===== config.mk =====
export PLATFORM = sky130hd
export DESIGN_NAME = segment_scan_driver
export DESIGN_NICKNAME = d
export VERILOG_FILES = /design/src/rtl/seven_segment_pkg.sv /design/src/rtl/segment_scan_driver_hex_to_segments.sv /design/src/rtl/segment_scan_driver.sv
export SDC_FILE = /design/constraint.sdc
export NUM_CORES = 1
export LEC_CHECK = 0
export CELL_PAD_IN_SITES_DETAIL_PLACEMENT = 1
export CELL_PAD_IN_SITES_GLOBAL_PLACEMENT = 1
export CORE_UTILIZATION = 35
export DETAILED_ROUTE_END_ITERATION = 12
export GPL_TIMING_DRIVEN = 1
export PLACE_DENSITY = 0.76
export SLEW_MARGIN = 20
export SYNTH_ARGS = -nofsm -noshare
export SYNTH_HDL_FRONTEND = slang
export SYNTH_HIERARCHICAL = 1
export SYNTH_SLANG_ARGS = --single-unit

===== constraint.sdc =====
create_clock -name clock -period 3.6 [get_ports clock]
set_clock_uncertainty 0.2 [all_clocks]
set_input_delay 0.54 -clock clock [delete_from_list [all_inputs] [get_ports clock]]
set_output_delay 0.54 -clock clock [all_outputs]
set_load 0.01 [all_outputs]

===== src/rtl/seven_segment_pkg.sv =====
// seven_segment_pkg
// Shared definitions for the seven-segment scan driver:
//   DIGIT_COUNT   - number of scanned digits
//   SEG_HEX_0..F  - active-low {g,f,e,d,c,b,a} patterns for hex digits
//   SEG_OFF       - all segments (including DP) off
//   scan_state_t  - scan FSM states
package seven_segment_pkg;

  localparam int DIGIT_COUNT = 8;

  localparam logic [6:0] SEG_HEX_0 = 7'h40;
  localparam logic [6:0] SEG_HEX_1 = 7'h79;
  localparam logic [6:0] SEG_HEX_2 = 7'h24;
  localparam logic [6:0] SEG_HEX_3 = 7'h30;
  localparam logic [6:0] SEG_HEX_4 = 7'h19;
  localparam logic [6:0] SEG_HEX_5 = 7'h12;
  localparam logic [6:0] SEG_HEX_6 = 7'h02;
  localparam logic [6:0] SEG_HEX_7 = 7'h78;
  localparam logic [6:0] SEG_HEX_8 = 7'h00;
  localparam logic [6:0] SEG_HEX_9 = 7'h10;
  localparam logic [6:0] SEG_HEX_A = 7'h08;
  localparam logic [6:0] SEG_HEX_B = 7'h03;
  localparam logic [6:0] SEG_HEX_C = 7'h46;
  localparam logic [6:0] SEG_HEX_D = 7'h21;
  localparam logic [6:0] SEG_HEX_E = 7'h06;
  localparam logic [6:0] SEG_HEX_F = 7'h0E;

  localparam logic [7:0] SEG_OFF = 8'hFF;

  typedef enum logic {BLANK, DRIVE} scan_state_t;

endpackage


===== src/rtl/segment_scan_driver_hex_to_segments.sv =====
// hex_to_segments
// Combinational hex nibble to active-low seven-segment decoder.
// Ports:
//   nibble   in  [3:0]  hex value
//   segments out [6:0]  active-low {g,f,e,d,c,b,a}
module hex_to_segments
  import seven_segment_pkg::*;
(
  input  logic [3:0] nibble,
  output logic [6:0] segments
);

  always_comb begin
    segments = SEG_HEX_0;
    case (nibble)
      4'h0: segments = SEG_HEX_0;
      4'h1: segments = SEG_HEX_1;
      4'h2: segments = SEG_HEX_2;
      4'h3: segments = SEG_HEX_3;
      4'h4: segments = SEG_HEX_4;
      4'h5: segments = SEG_HEX_5;
      4'h6: segments = SEG_HEX_6;
      4'h7: segments = SEG_HEX_7;
      4'h8: segments = SEG_HEX_8;
      4'h9: segments = SEG_HEX_9;
      4'hA: segments = SEG_HEX_A;
      4'hB: segments = SEG_HEX_B;
      4'hC: segments = SEG_HEX_C;
      4'hD: segments = SEG_HEX_D;
      4'hE: segments = SEG_HEX_E;
      4'hF: segments = SEG_HEX_F;
      default: segments = SEG_HEX_0;
    endcase
  end

endmodule


===== src/rtl/segment_scan_driver.sv =====
// segment_scan_driver
// Time-multiplexed driver for an 8-digit seven-segment display. Each digit is
// preceded by a blanking interval; data and decimal points are snapshotted
// once per frame so a frame never mixes old and new values.
// Parameters:
//   TICKS_PER_DIGIT  cycles each digit is driven (>= 1)
//   BLANK_TICKS      cycles all digits are off before each digit (>= 1)
// Ports:
//   clock           in       rising-edge clock
//   reset           in       synchronous, active-high
//   data            in  [31:0] nibble i is the hex value of digit i
//   pointEnable     in  [7:0]  bit i lights the DP of digit i
//   segmentEnableN  out [7:0]  active-low {dp,g,f,e,d,c,b,a}
//   digitEnableN    out [7:0]  active-low one-cold digit select
//   frameStart      out        pulse in the cycle after the snapshot load
// Build option:
//   LEADING_ZERO_BLANK_EN  when defined, digits above the most significant
//                          non-zero nibble have their segments blanked
//                          (DP still shown, digit 0 never blanked).
module segment_scan_driver
  import seven_segment_pkg::*;
#(
  parameter int TICKS_PER_DIGIT = 100000,
  parameter int BLANK_TICKS     = 1000
)
(
  input  logic        clock,
  input  logic        reset,
  input  logic [31:0] data,
  input  logic [7:0]  pointEnable,
  output logic [7:0]  segmentEnableN,
  output logic [7:0]  digitEnableN,
  output logic        frameStart
);

  localparam int MAX_TICKS = (TICKS_PER_DIGIT > BLANK_TICKS) ? TICKS_PER_DIGIT : BLANK_TICKS;
  localparam int CNT_W     = (MAX_TICKS > 1) ? $clog2(MAX_TICKS) : 1;
  localparam int IDX_W     = $clog2(DIGIT_COUNT);

  localparam logic [CNT_W-1:0] DRIVE_LAST = CNT_W'(TICKS_PER_DIGIT - 1);
  localparam logic [CNT_W-1:0] BLANK_LAST = CNT_W'(BLANK_TICKS - 1);

  scan_state_t      state;
  logic [IDX_W-1:0] idx;
  logic [CNT_W-1:0] cnt;
  logic [31:0]      data_snap;
  logic [7:0]       point_snap;

  logic             load_snap;
  logic [3:0]       nibble;
  logic [6:0]       hex_seg;
  logic [6:0]       digit_seg;

  // The first BLANK cycle of digit 0 opens a new frame.
  assign load_snap = (state == BLANK) && (idx == '0) && (cnt == '0);
  assign nibble    = data_snap[4*idx +: 4];

  hex_to_segments u_hex (
    .nibble   (nibble),
    .segments (hex_seg)
  );

`ifdef LEADING_ZERO_BLANK_EN
  logic upper_zero;

  // Current nibble and every nibble above it are zero.
  assign upper_zero = (data_snap >> {idx, 2'b00}) == 32'd0;
  assign digit_seg  = ((idx != '0) && upper_zero) ? 7'h7F : hex_seg;
`else
  assign digit_seg  = hex_seg;
`endif

  always_ff @(posedge clock) begin
    if (reset) begin
      state          <= BLANK;
      idx            <= '0;
      cnt            <= '0;
      data_snap      <= '0;
      point_snap     <= '0;
      segmentEnableN <= SEG_OFF;
      digitEnableN   <= 8'hFF;
      frameStart     <= 1'b0;
    end else begin
      frameStart <= load_snap;
      if (load_snap) begin
        data_snap  <= data;
        point_snap <= pointEnable;
      end

      case (state)
        BLANK: begin
          segmentEnableN <= SEG_OFF;
          digitEnableN   <= 8'hFF;
          if (cnt == BLANK_LAST) begin
            state <= DRIVE;
            cnt   <= '0;
          end else begin
            cnt <= cnt + CNT_W'(1);
          end
        end
        DRIVE: begin
          segmentEnableN <= {~point_snap[idx], digit_seg};
          digitEnableN   <= ~(8'b1 << idx);
          if (cnt == DRIVE_LAST) begin
            state <= BLANK;
            cnt   <= '0;
            idx   <= idx + IDX_W'(1);
          end else begin
            cnt <= cnt + CNT_W'(1);
          end
        end
        default: begin
          state <= BLANK;
          cnt   <= '0;
        end
      endcase
    end
  end

endmodule


# After elaboration in Yosys (flattened, before gate mapping)
# Memories as Yosys holds them, arrays and structs flattened.
# Cells that the tools add are included.
# totals
output_inout_bits	17
in_bits	42
mem_count	1
mem_bits_ro	112
regBits	78
# op_classes
bitwise	3
magnitude_cmp	1
reduce_logical	5
n_eq_ne	2
n_shift	2
addsub	2
muxes	10
# memory_table
memory	words	word_bits	rd	rd_ports_with_merged_regs	wr	line_no	source
(no name shown)	16	7	1	0	0	segment_scan_driver_hex_to_segments.sv:15	case (nibble)
# ops
op	n
17-bit 2-to-1 mux	2
17-bit case mux with 2 select lines	1
8-bit case mux with 2 select lines	2
32-bit by 6-bit variable part select with 4-bit output	1
17-bit by 1-bit adder with 17-bit output (second input constant)	1
17-bit by 10-bit == test with 1-bit output (second input constant)	1
17-bit == test (second input constant)	1
17-bit logical NOT	1
8-bit inverter	1
1-bit by 3-bit << shifter with 8-bit output (first input constant)	1
3-bit by 4-bit less-than comparator with 1-bit output (second input constant)	1
3-bit by 1-bit adder with 3-bit output (second input constant)	1
1-bit binary-select mux with 3-bit select	1
3-bit logical NOT	1
1-bit 2-to-1 mux	3
1-bit logical AND	2
1-bit inverter	2
1-bit case mux with 2 select lines	1
2-bit AND reduction	1

# Longest topological paths before layout
# logic_depth
depth_word	4
depth_mapped	10

# Cells and area by module
# The synthesis kept the hierarchy.
# by_module_without_submodules
module	seq_area_each_um2	n_inst	cells_per_inst	area_per_inst_um2
segment_scan_driver	1561.5	1	380	3397.0
hex_to_segments	0.0	1	32	275.3

# Least setup slack after synthesis
# OpenSTA, ideal clock, no wires.
# synth_timing
path_type	register -> register
from	register idx[0]
to	register segmentEnableN[0]
path_buffers	1
t_arrival_ns	2.661
t_required_ns	3.340
setup_time_ns	0.060
stages_incl_launch_ff	11
setup_slack_ns	0.679
path_cell_list	dfxtp_1 > buf_1 > mux4_2 > nand2_1 > nand2_1 > inv_1 > ha_1 > and2b_2 > or3b_1 > o21ai_0 > nand2b_1
# synth_via
elab_chain_len	3
# synth_lines
item	line_no	source
from (decl)	segment_scan_driver.sv:44	logic [IDX_W-1:0] idx;
from (signal assigned)	segment_scan_driver.sv:107	idx <= idx + IDX_W'(1);
32-bit by 6-bit variable part select with 4-bit output	segment_scan_driver.sv:56	assign nibble = data_snap[4*idx +: 4];
net nibble[1]	segment_scan_driver.sv:50	logic [3:0] nibble;
memory 16 x 7 bit	n/a	
net digit_seg[0]	segment_scan_driver.sv:52	logic [6:0] digit_seg;
8-bit case mux with 2 select lines	segment_scan_driver.sv:90	case (state)
to (signal assigned)	segment_scan_driver.sv:102	segmentEnableN <= {~point_snap[idx], digit_seg};
to (decl)	segment_scan_driver.sv:31	output logic [7:0] segmentEnableN,
# The timed path passes the listed nets, and every way through them passes these cells.
# A chain may end at the register's enable or synchronous reset.

# Worst setup path in the final report
# Ends and elaborated chain as after synthesis.

==> reports/qor.yml <==
status: "finished clean"
syn_to_final_growth_pct: 23.54
design.core.area_sq_um: 10230
grt_max_degree: 47
drv_slew: 0
r2r_start: "idx[0]"
met1_usage: 0.2286
ys.flop_type: "dfxtp_1"
use_met3: 0.02444
cts_tree: "done"
drt-initial-drc-count: 147
cts_buffer_depth: 2
place_inst: 577
final_hold_viol_count: 0
cp_common_cell: "nand2_1"
async_flop_share: 0
p_per_area_nw_per_um2: 434.4
grt_setup_unrepaired: "no"
cts_buffers: 9
synth-edff-count: 0
viasPerCell: 5.334
startpoint_type: "register"
synth.distinct_cells: 43
setup_viol: 0
nets: 509
grt_pass1_vias: 3310
p_int_mw: 1.505
first_pass_iters: 4
ios: 59
htree_levels: 3
cpMaxStageDelayCell: "dfxtp_1"
die_h_microns: 104.4
max-vdd-ir-drop_mv: 0.1971
leakagePower_nw: 1.580
use_met2: 0.3084
die_x_microns: 104.4
vias: 3158
swShare: 0.2363
wl_microns: 9359
synth_warnings: 6
syn_nets: 469
p_switching_uw: 465.8
placementRows: 37
clkSlewWorstSetupHoldPaths_ns: 0.08
cts.repair.resized: 0
critical-path-max-stage-delay_ns: 0.83
grt_usage: 0.1807
cts_setup_buffers: 0
dp_hpwl_microns: 6574
synth-seq-cells: 78
grt-ovfl-total: 0
post_dp_cell_area_sq_um: 4300
combPwrFrac: 0.129
regToRegSetupSlack_ns: 0.50
slew_headroom: 0.4301
drv_cap: 0
gp_congestion: 0.7834
synthesis.area_sq_um: 3672
criticalPathCategory: "reg -> reg"
period_minus_slack_ns: 3.104
hold_slack_ns: 0.2740
p_clk_frac: 0.398
drc: 0
synthCells: 412
seq_area_frac_synth: 0.4252
min-delay-start: "point_snap[2]"
arrival_ns: 3.19
cp_max_fo: 14
p_seq_frac: 0.473
max_freq_ghz: 0.3221
io_buffers: 58
drive_gt1_frac: 0.08333
ant_nets: 0
clk_latency_ns: 0.35
num-fill-cells: 1184
hp-class: "reg -> reg"
antenna_found_initial: 0
num_antenna_cells: 0
finalSetupTns_ns: 0
grt_first_pass_wirelength_microns: 15910
rr_worst_depth: 9
r2r_end: "segmentEnableN[0]"
hold_end: "point_snap[2]"
power_mw: 1.971
period_share: 0.8624
initial_core_util: 0.3589
whs_path_depth: 2
worstMarginPinSlew_ns: 0.8531
endpoint_kind: "register"
fin_cells: 592
path_cells: "mux4_2 > nand2_1 > nand2_1 > inv_1 > ha_1 > and2b_2 > or3b_1 > o21ai_0 > nand2b_1"
worstPathRequired_ns: 3.68
synth_area_per_cell_sq_um: 8.913
grt.busiest_layer: "met2"
root_buffer: "clkbuf_8"
postCtsHoldBufs: 0
cts.sinks: 78
wl_per_cell_microns: 15.81
dieArea_sq_um: 10910
fin_area_sq_um: 4537
-- worst max-delay path: cells and delay by family (launching register included) --
| kind | cells | cell delay, ns |
|---|---|---|
| flip-flops | 1 | 0.83 |
| multiplexers | 1 | 0.58 |
| buffers and inverters | 1 | 0.19 |
| AO/OA/AOI/OAI | 1 | 0.07 |
| adder cells (fa/ha/maj) | 1 | 0.22 |
| AND/OR/NAND/NOR | 5 | 0.95 |
-- stage by stage --
step / util / setup slack, ns
3_5_place_dp: 0.4203 / 0.4917
6_report: 0.4434 / 0.4955
2_1_floorplan: - / 0.6791
5_1_grt: 0.4434 / 0.2095
3_3_place_gp: 0.4203 / 0.6371
4_1_cts: 0.4434 / 0.4406
-- synthesized netlist by cell type (all sizes together) (2+ instances only) --
cell type   n  area [sq um]
o31ai       2         28.78
clkbuf     23         90.08
mux4       11         251.5
nand3      54         275.3
nor4        4         25.02
mux2i       4         40.04
nand4       4         25.02
o21ai      48         240.2
dfxtp      78          1562
inv        12         45.04
a211oi      5         37.54
xor2        2         17.52
a22o        2         17.52
or4         4         41.29
xnor2       9         78.83
ha         15         187.7
nand2      26         97.59
nor3       18         90.09
a21oi      44         220.2
or3         8         55.05
buf        10         65.06
nand2b      8         50.05
nor2       10         37.54
-- power by group through the flow --
stage               clock, mW  combinational (mW)  sequential, mW
detailed placement          0               0.255           0.953
floorplan                   0               0.172           0.941
global placement            0               0.244           0.951
CTS                     0.804               0.258           0.933
global route            0.839               0.282           0.938
finish                  0.784               0.254           0.932
-- area by class of cell --
type                       instances  area (sq um)  area share
timing repair buffer              62         610.6      0.1346
sequential                        78          1562      0.3442
clock buffer                      11         141.4     0.03116
inverter                          12         45.04    0.009928
multi-input combinational        289          1913      0.4217
clock inverter                     4         95.09     0.02096
tap                              136         170.2     0.03751
-- cell usage in the layout, fill, tap and decap left out, drive strengths merged, types with 12 or more instances in the layout --
cell type	instances
a21oi	44
clkdlybuf4s50	58
dfxtp	78
ha	15
inv	12
nand2	26
nand3	54
nor3	18
o21ai	48
-- worst max path at each step --
| stage | start | end | slack [ns] | cells past startpoint |
|---|---|---|---|---|
| 5_1_grt | idx[0] | segmentEnableN[0] | 0.21 | 9 |
| 6_report | idx[0] | segmentEnableN[0] | 0.50 | 9 |
| 2_1_floorplan | idx[0] | segmentEnableN[0] | 0.68 | 10 |
| 3_5_place_dp | idx[0] | segmentEnableN[0] | 0.49 | 9 |
| 4_1_cts | idx[0] | segmentEnableN[0] | 0.44 | 9 |
| 3_3_place_gp | idx[0] | segmentEnableN[0] | 0.64 | 9 |
-- routing by layer --
layer | up-vias | part of all wire
met5 | - | 0
met4 | 0 | 0.019
met3 | 15 | 0.028
met2 | 55 | 0.50
met1 | 1533 | 0.46
li1 | 1555 | -
-- sequential cells by signal (all words and copies together), names as in the netlist --
name,flops
idx,3
digitEnableN,8
point_snap,8
segmentEnableN,8
data_snap,32
cnt,17
frameStart,1
state,1
-- cells by family (layout without fill, tap and decap cells) --
group           after synthesis  in the layout  synth area share
compound gates              103            103            0.1526
xor+xnor                     11             11           0.02624
fa+ha+maj                    15             15           0.05111
buf+inv                      45             89           0.05451
flops                        78             78            0.4252
mux                          16             16           0.08246
simple gates                144            144            0.2078
Note: power is estimated with default switching activity, not from simulation.
